===== src/rtl/imem_boot_loader_pkg.sv =====
// Shared state encoding and default sizing for the imem boot loader.
// IMEM_ADDR_WIDTH, when defined by the build, sets the default imem word-address width.
`ifndef IMEM_ADDR_WIDTH
`define IMEM_ADDR_WIDTH 10
`endif

package imem_boot_loader_pkg;

  localparam int DEFAULT_ADDR_WIDTH = `IMEM_ADDR_WIDTH;
  localparam int DEFAULT_LEN_WIDTH  = 16;

  typedef enum logic [2:0] {
    ST_LEN0    = 3'd0,
    ST_LEN1    = 3'd1,
    ST_DATA    = 3'd2,
    ST_CSUM    = 3'd3,
    ST_RELEASE = 3'd4,
    ST_RUN     = 3'd5,
    ST_ERR     = 3'd6
  } boot_state_t;

  function automatic logic state_takes_bytes(input boot_state_t s);
    return (s == ST_LEN0) || (s == ST_LEN1) || (s == ST_DATA) || (s == ST_CSUM);
  endfunction

endpackage


===== src/rtl/imem_boot_loader_word_asm.sv =====
// Little-endian byte-to-word assembler: collects four accepted bytes and
// presents the finished word with a one-cycle valid pulse on the following cycle.
module boot_word_asm
    import imem_boot_loader_pkg::*;
(
    input  logic        clk,
    input  logic        rst_n,
    input  logic        clear_i,
    input  logic        fire_i,
    input  logic [7:0]  byte_i,
    output logic        last_byte_o,
    output logic [31:0] word_o,
    output logic        word_vld_o
);

    logic [1:0]  cnt_q;
    logic [23:0] sh_q;
    logic [31:0] word_q;
    logic        vld_q;

    // Bytes enter at the top so the first byte ends up in bits [7:0].
    always_ff @(posedge clk) begin
        if (!rst_n) begin
            cnt_q  <= 2'd0;
            sh_q   <= 24'd0;
            word_q <= 32'd0;
            vld_q  <= 1'b0;
        end else begin
            vld_q <= 1'b0;
            if (clear_i) begin
                cnt_q <= 2'd0;
            end else if (fire_i) begin
                cnt_q <= cnt_q + 2'd1;
                if (cnt_q == 2'd3) begin
                    word_q <= {byte_i, sh_q};
                    vld_q  <= 1'b1;
                end else begin
                    sh_q <= {byte_i, sh_q[23:8]};
                end
            end
        end
    end

    assign last_byte_o = (cnt_q == 2'd3);
    assign word_o      = word_q;
    assign word_vld_o  = vld_q;

endmodule


===== src/rtl/imem_boot_loader.sv =====
// Boot sequencer: loads a length-prefixed image into imem and holds the core in reset until done.
// Define BOOT_CSUM_EN to require a trailing XOR checksum byte after the data.
module imem_boot_loader
    import imem_boot_loader_pkg::*;
#(
    parameter int ADDR_WIDTH = DEFAULT_ADDR_WIDTH,
    parameter int LEN_WIDTH  = DEFAULT_LEN_WIDTH
) (
    input  logic                  clk,
    input  logic                  rst_n,
    input  logic [7:0]            i_byte,
    input  logic                  i_byte_vld,
    output logic                  o_byte_rdy,
    input  logic                  i_reload,
    output logic [ADDR_WIDTH-1:0] o_imem_addr,
    output logic [31:0]           o_imem_data,
    output logic                  o_imem_we,
    output logic                  o_core_rst_n,
    output logic                  o_done,
    output logic                  o_err
);

    localparam logic [LEN_WIDTH:0] CAPACITY = (LEN_WIDTH+1)'(1) << ADDR_WIDTH;
`ifdef BOOT_CSUM_EN
    localparam boot_state_t ST_AFTER_DATA = ST_CSUM;
`else
    localparam boot_state_t ST_AFTER_DATA = ST_RELEASE;
`endif

    boot_state_t          state_q, state_d;
    logic [7:0]           len_lo_q;
    logic [LEN_WIDTH-1:0] len_q;
    logic [LEN_WIDTH:0]   widx_q;
    logic                 core_rst_n_q, core_rst_n_d;
    logic                 done_q, done_d;
    logic                 err_q, err_d;

    logic                 byte_rdy;
    logic                 byte_fire;
    logic                 data_fire;
    logic                 reload_take;
    logic [LEN_WIDTH-1:0] hdr_len;
    logic                 hdr_too_big;
    logic                 asm_last_byte;
    logic                 word_last;
    logic [31:0]          asm_word;
    logic                 asm_word_vld;

    assign byte_fire   = i_byte_vld && byte_rdy;
    assign data_fire   = byte_fire && (state_q == ST_DATA);
    assign reload_take = i_reload && ((state_q == ST_RUN) || (state_q == ST_ERR));
    assign hdr_len     = LEN_WIDTH'({i_byte, len_lo_q});
    assign hdr_too_big = {1'b0, hdr_len} > CAPACITY;
    assign word_last   = data_fire && asm_last_byte &&
                         ((widx_q + (LEN_WIDTH+1)'(1)) == {1'b0, len_q});

`ifdef BOOT_CSUM_EN
    logic [7:0] csum_q;

    always_ff @(posedge clk) begin
        if (!rst_n || state_q == ST_LEN0) begin
            csum_q <= 8'd0;
        end else if (data_fire) begin
            csum_q <= csum_q ^ i_byte;
        end
    end
`endif

    always_ff @(posedge clk) begin
        if (!rst_n) begin
            state_q <= ST_LEN0;
        end else begin
            state_q <= state_d;
        end
    end

    always_comb begin
        state_d = state_q;
        case (state_q)
            ST_LEN0: if (byte_fire) state_d = ST_LEN1;
            ST_LEN1: begin
                if (byte_fire) begin
                    if (hdr_len == '0)    state_d = ST_AFTER_DATA;
                    else if (hdr_too_big) state_d = ST_ERR;
                    else                  state_d = ST_DATA;
                end
            end
            ST_DATA: if (word_last) state_d = ST_AFTER_DATA;
`ifdef BOOT_CSUM_EN
            ST_CSUM: if (byte_fire) state_d = (i_byte == csum_q) ? ST_RELEASE : ST_ERR;
`endif
            ST_RELEASE: state_d = ST_RUN;
            ST_RUN, ST_ERR: if (i_reload) state_d = ST_LEN0;
            default: state_d = ST_LEN0;
        endcase
    end

    // Ready is gated by rst_n so it reads 0 while reset is held, even though the state is LEN0.
    always_comb begin
        byte_rdy     = rst_n && state_takes_bytes(state_q);
        core_rst_n_d = (state_d == ST_RUN);
        done_d       = (state_d == ST_RUN);
        err_d        = (state_d == ST_ERR);
    end

    always_ff @(posedge clk) begin
        if (!rst_n) begin
            len_lo_q     <= 8'd0;
            len_q        <= '0;
            widx_q       <= '0;
            core_rst_n_q <= 1'b0;
            done_q       <= 1'b0;
            err_q        <= 1'b0;
        end else begin
            core_rst_n_q <= core_rst_n_d;
            done_q       <= done_d;
            err_q        <= err_d;
            if (byte_fire && state_q == ST_LEN0) len_lo_q <= i_byte;
            if (byte_fire && state_q == ST_LEN1) len_q <= hdr_len;
            // The index advances after its write strobe, so it names the word being written.
            if (reload_take)       widx_q <= '0;
            else if (asm_word_vld) widx_q <= widx_q + (LEN_WIDTH+1)'(1);
        end
    end

    boot_word_asm u_word_asm (
        .clk         (clk),
        .rst_n       (rst_n),
        .clear_i     (reload_take),
        .fire_i      (data_fire),
        .byte_i      (i_byte),
        .last_byte_o (asm_last_byte),
        .word_o      (asm_word),
        .word_vld_o  (asm_word_vld)
    );

    assign o_byte_rdy   = byte_rdy;
    assign o_imem_addr  = widx_q[ADDR_WIDTH-1:0];
    assign o_imem_data  = asm_word;
    assign o_imem_we    = asm_word_vld;
    assign o_core_rst_n = core_rst_n_q;
    assign o_done       = done_q;
    assign o_err        = err_q;

endmodule


===== config.mk =====
export PLATFORM = sky130hd
export DESIGN_NAME = imem_boot_loader
export DESIGN_NICKNAME = d
export VERILOG_FILES = /design/src/rtl/imem_boot_loader_pkg.sv /design/src/rtl/imem_boot_loader_word_asm.sv /design/src/rtl/imem_boot_loader.sv
export SDC_FILE = /design/constraint.sdc
export NUM_CORES = 1
export LEC_CHECK = 0
export CAP_MARGIN = 40
export CORE_UTILIZATION = 55
export DETAILED_ROUTE_END_ITERATION = 6
export PLACE_DENSITY = 0.88
export SKIP_LAST_GASP = 1
export SLEW_MARGIN = 10
export SYNTH_ARGS = -nofsm -noshare
export SYNTH_HDL_FRONTEND = slang
export SYNTH_SLANG_ARGS = --single-unit
export TNS_END_PERCENT = 100

===== constraint.sdc =====
create_clock -name clk -period 2.9 [get_ports clk]
set_input_delay 0.435 -clock clk [delete_from_list [all_inputs] [get_ports clk]]
set_output_delay 0.435 -clock clk [all_outputs]
set_load 0.005 [all_outputs]

# == Yosys cells after proc, flatten, opt, wreduce, memory -nomap -nowiden ==
# Cells that the tools add are included.
# op_classes
add_sub_neg,2
n_lt_le_gt_ge,1
n_eq_ne,10
n_mux,8
bitwise_logic,4
n_reduce_logical,19
# ops
operator,n
3-bit two-way mux,6
"17-bit by 1-bit adder with 17-bit output, second input constant",1
17-bit by 16-bit == test with 1-bit output,1
"16-bit by 11-bit > comparator with 1-bit output, second input constant",1
16-bit zero test,1
"3-bit == test, second input constant",5
3-bit one-hot mux with 5 select lines,1
1-bit logical AND,8
"3-bit by 2-bit == test with 1-bit output, second input constant",2
3-bit AND reduction,2
1-bit logical OR,4
1-bit NOT,4
2-bit OR reduction,2
"3-bit by 1-bit == test with 1-bit output, second input constant",1
3-bit zero test,1
3-bit OR reduction,1
"2-bit by 1-bit adder with 2-bit output, second input constant",1
"2-bit == test, second input constant",1
1-bit two-way mux,1
# totals
register_bits,105
input_bits,12
out_inout_bits,47
wordCells,54

# == Depth between registers and ports, before layout ==
# logic_depth
word_depth,12
depth_mapped,10
depth_no_buf,9

# == Modules after synthesis ==
# A second synthesis with hierarchy kept.
# hier_totals
hier_cells,519
area_unflattened_um2,4709.5
# by_module_without_submodules
module,instances,cells_each,area_per_inst_um2,seq_area_each_um2
imem_boot_loader,1,316,2534.9,920.9
boot_word_asm,1,203,2174.6,1181.1

# == Least setup slack after synthesis ==
# Ideal clock, no wire load.
# synth_path
kind,reg-to-reg
start,register widx_q[0]
end,"register err_q, in the netlist o_err"
setup_time_ps,116
t_arrival_ps,2041
required_ps,2784
slack_ps,743
stages_incl_launch_ff,8
path_buffers,0
synth_period_minus_slack_ps,2157
cell_sequence,dfxtp_1 ha_1 and3_2 nand2_1 or4b_4 a2111oi_4 o22a_1 nor2_1
# synth_between
elab_chain_cells,6
# synth_rtl
item,line,source
start: declaration,imem_boot_loader.sv:33,logic [LEN_WIDTH:0] widx_q;
start signal: assignment,imem_boot_loader.sv:122,else if (asm_word_vld) widx_q <= widx_q + (LEN_WIDTH+1)'(1);
17-bit by 1-bit adder with 17-bit output,imem_boot_loader.sv:55,"((widx_q + (LEN_WIDTH+1)'(1)) == {1'b0, len_q});"
17-bit by 16-bit == test with 1-bit output,imem_boot_loader.sv:55,
1-bit logical AND,imem_boot_loader.sv:54,assign word_last = data_fire && asm_last_byte &&
3-bit two-way mux,imem_boot_loader.sv:88,ST_DATA: if (word_last) state_d = ST_AFTER_DATA;
3-bit one-hot mux with 5 select lines,imem_boot_loader.sv:79,case (state_q)
3-bit == test,imem_boot_loader.sv:103,err_d = (state_d == ST_ERR);
end signal: assignment,imem_boot_loader.sv:117,err_q <= err_d;
end: declaration,imem_boot_loader.sv:36,"logic err_q, err_d;"
# No other way between the ends.
# A chain may end at the register's enable or synchronous reset.

# == Worst setup path in the final report ==
# layout_path
start,register widx_q[0]
end,register state_q[1]
# layout_between
elab_chain_cells,5
# layout_rtl
item,line,source
17-bit by 1-bit adder with 17-bit output,imem_boot_loader.sv:55,
17-bit by 16-bit == test with 1-bit output,imem_boot_loader.sv:55,
1-bit logical AND,imem_boot_loader.sv:54,
3-bit two-way mux,imem_boot_loader.sv:88,
3-bit one-hot mux with 5 select lines,imem_boot_loader.sv:79,
end signal: assignment,imem_boot_loader.sv:73,state_q <= state_d;
end: declaration,imem_boot_loader.sv:30,"boot_state_t state_q, state_d;"
# No other way between the ends.

==> PnR_summary.wiki <==
{| class="wikitable"
! Metric !! Value
|-
| Worst clock skew || ~11 ps
|-
| Router iterations before antenna repair || 4
|-
| Number of placement rows || 33
|-
| Post-detailed-placement half-perimeter wirelength || ~7000 µm
|-
| Met1 track utilization from global routing || 0.299
|-
| Dominant combinational cell family by area after synthesis || simple AND/OR/NAND/NOR gates
|-
| Critical path start-end classification || flop to flop
|-
| Period utilization || 0.842
|-
| Top-level port count || 59
|-
| Largest net degree at the start of global routing || between 80 and 90
|-
| Portion of total power attributed to the clock network || 0.330
|-
| Slew at the pin with the worst max-slew slack || between 800 and 900 ps
|-
| Total via count in the routed design || roughly 3700
|-
| Leading cell type in the layout, fill and taps excluded || nand2_1
|-
| Seq cells post-synth || ~110
|-
| Ratio of total power to cell area || ~450 mW/mm²
|-
| Clk Latency, worst-skew pair || ~350 ps
|-
| Die area || roughly 0.0090 mm²
|-
| Fraction of synthesized cell area in xor and xnor cells || 0.0739
|-
| Internal cell power || ~1.8 mW
|-
| Worst slew margin relative to its limit || 0.459
|-
| Setup repair after global routing missed its margin || no
|-
| Post-synthesis to final-layout area growth || 14.7%
|-
| Via density per instance || ~5.5
|-
| Setup fix buffers added after clock tree synthesis || 0
|-
| Initial Util || 0.573
|-
| Number of distinct library cell variants in the gate-level netlist after synthesis || 54
|-
| Switch share || 0.242
|-
| Post-cts repair resize count || 0
|-
| Antenna violations before repair || 0
|-
| Number of clock buffers inserted by TritonCTS || 9
|-
| Total standard cell area after synthesis || about 0.0048 mm²
|-
| Synth Instances || 535
|-
| Setup crit start kind || flop
|-
| IR drop worst, VDD || 281 µV
|-
| Type of the worst min-delay path || flop to flop
|-
| Maximum clock insertion buffer count || 2
|-
| Placer's final routability congestion estimate || between 0.8 and 0.9
|-
| Clock tree from TritonCTS || done
|-
| Proportion of layout cells with a drive suffix above 1 || 0.0648
|-
| Most frequent cells in the layout || nand2_1 (127), dfxtp_1 (105), clkdlybuf4s50_1 (57)
|-
| Number of maximum-capacitance constraint violations || 0
|-
| Layer with the highest usage || met2
|-
| CORE AREA || around 0.0083 mm²
|-
| CTS Root Cell || clkbuf_8
|-
| Result of the run || completed
|-
| Combinational power share || 0.061
|-
| Part of the Yosys area used for sequential elements || 0.442
|-
| Leak pwr || slightly below 2 nW
|-
| Proportion of register bits with asynchronous set or reset after synthesis || 0
|-
| TritonCTS sink count || around 110
|-
| Final nets || a little under 600
|-
| Worst Path Arrival || between 2000 and 3000 ps
|-
| Most frequently used flop master after synthesis || dfxtp_1
|-
| Chip width || between 90 and 100 µm
|-
| Sw power || 0.587 mW
|-
| Count of final hold-check violations || 0
|-
| Drt wl/cell || between 10 and 15 µm
|-
| Share of the synthesized area in compound gates (AO/OA/AOI/OAI) || 0.131
|-
| Hold buffer count at CTS || 0
|-
| Crit path max fanout || 8
|-
| Post-synthesis share of cell area spent on and, or, nand and nor gates || 0.240
|-
| Critical path data required time || 3160 ps
|-
| Number of enable flip-flop cells after synthesis || 0
|-
| Placed cells || roughly 660
|-
| Total negative slack for setup checks || 0 ps
|-
| Number of cells in the finished layout apart from fillers || 676
|-
| Adder-cell area share of the yosys netlist || 0.00526
|-
| Reg power frac || 0.609
|-
| Clock-pin slew reported for the worst setup and hold paths after clock tree synthesis || ~100 ps
|-
| Total nets after synthesis || about 550
|-
| Antenna cells || 0
|-
| F_max || between 400 and 500 MHz
|-
| Max-slew violation count || 0
|-
| Gr ovfl total || 0
|-
| Avg Cell Area, Syn || between 8 and 9 µm²
|-
| Fin crit period || between 2000 and 2500 ps
|-
| Total routing resource utilization after global routing || 0.236
|-
| Proportion of synthesized area in mux cells || 0.0568
|-
| Vias in the first global route || between 3000 and 4000
|-
| Count of endpoints failing setup in the final report || 0
|-
| Total Routed Length || 9980 µm
|-
| Fill cell instance count of the final layout || roughly 640
|-
| Number of warnings printed during yosys synthesis || 0
|-
| First-pass GRT wire length || 16700 µm
|-
| Met2 routing resource usage after global routing || 0.406
|-
| H-tree lvl count || 3
|-
| Total of buffers placed on input and output ports || 58
|-
| Vertical die dimension || 95.0 µm
|-
| Total DRC errors in the routed layout || 0
|-
| Initial detailed-routing violation count || between 150 and 200
|-
| GR met3 Demand/Resource || 0.0311
|-
| Remaining antenna violation count || 0
|-
| Endpoint type of the worst setup path || flop
|}
## area by class of cell
class / count / area (µm²) / area share
multi-input combinational: 384 / 2420 / 0.443
timing repair buffer: 65 / 628 / 0.115
clock inverter: 5 / 41.3 / 0.00757
tap: 105 / 131 / 0.0241
sequential: 105 / 2100 / 0.385
clock buffer: 9 / 124 / 0.0227
inverter: 3 / 11.3 / 0.00206
## synth_stat cells, types with 3 or more instances
| master | instances | share of area |
|---|---|---|
| or3_1 | 3 | 0.0039 |
| nor3_1 | 7 | 0.0074 |
| nor2b_1 | 25 | 0.033 |
| a21boi_1 | 7 | 0.011 |
| nor2_1 | 25 | 0.020 |
| nand4_1 | 6 | 0.0079 |
| buf_2 | 7 | 0.0074 |
| nand2_1 | 127 | 0.10 |
| dfxtp_1 | 105 | 0.44 |
| buf_4 | 13 | 0.021 |
| xor2_1 | 22 | 0.040 |
| nor4_1 | 6 | 0.0079 |
| and3_1 | 5 | 0.0066 |
| nand3_1 | 10 | 0.011 |
| mux2i_1 | 27 | 0.057 |
| o21ai_0 | 7 | 0.0074 |
| a21oi_1 | 6 | 0.0063 |
| xnor2_1 | 15 | 0.028 |
| nor3b_1 | 3 | 0.0047 |
| and4_1 | 3 | 0.0055 |
| a21boi_0 | 49 | 0.077 |
| clkbuf_1 | 20 | 0.016 |
## layer usage
metal	vias to the layer above	share of wire
met5	-	0
met4	0	0.023
met3	21	0.035
met2	88	0.50
met1	1782	0.44
li1	1845	-
## kinds of logic (layout without fill, tap and decap cells)
family	Yosys count	after routing
AOI/OAI and AO/OA	83	83
xor gates and xnor gates	38	38
adders and majority gates	2	2
buffers and inverters	46	82
DFF	105	105
muxes	27	27
and+or+nand+nor	234	234
## worst paths after layout
check                           from  depth (start not counted)  slack, ps            endpoint
setup / recovery           widx_q[0]                          7        460          state_q[1]
hold / removal    u_word_asm.sh_q[0]                          2        460  u_word_asm.sh_q[0]
setup reg to reg           widx_q[0]                          7        460          state_q[1]
hold reg to reg   u_word_asm.sh_q[0]                          2        460  u_word_asm.sh_q[0]
## sequential cells by signal, indices dropped and copies added, names as in the netlist
name and flops:
u_word_asm.sh_q 24, len_lo_q 8, o_done 1, u_word_asm.cnt_q 2, len_q 16, u_word_asm.word_vld_o 1, state_q 3, u_word_asm.word_o 32
widx_q 17, o_err 1
## power groups by stage
stage / clock network, mW / logic [mW] / registers (mW)
2_1_floorplan: 0 / 0.114 / 1.50
3_3_place_gp: 0 / 0.145 / 1.51
3_5_place_dp: 0 / 0.149 / 1.51
4_1_cts: 0.817 / 0.149 / 1.48
5_1_grt: 0.874 / 0.161 / 1.48
6_report: 0.801 / 0.149 / 1.48
## critical path, stage by stage (launching register included)
cell,delay (ps)
dfxtp_1,520
ha_1,340
and3_2,280
nand2_1,80
or4b_4,510
a2111oi_4,360
o22a_1,200
nor2_1,50
## through the flow
stage | power [mW] | setup slack, ps | hold slack, ps | util | area [µm²]
after floorplan | 1.61 | 743 | 435 | - | 4760
after global placement | 1.66 | 491 | 447 | 0.638 | 5290
after detailed placement | 1.66 | 409 | 446 | 0.638 | 5290
after CTS | 2.45 | 460 | 461 | 0.658 | 5460
after global routing | 2.52 | 312 | 491 | 0.658 | 5460
final | 2.43 | 457 | 463 | 0.658 | 5460
Note: power is estimated with default switching activity, not from simulation.
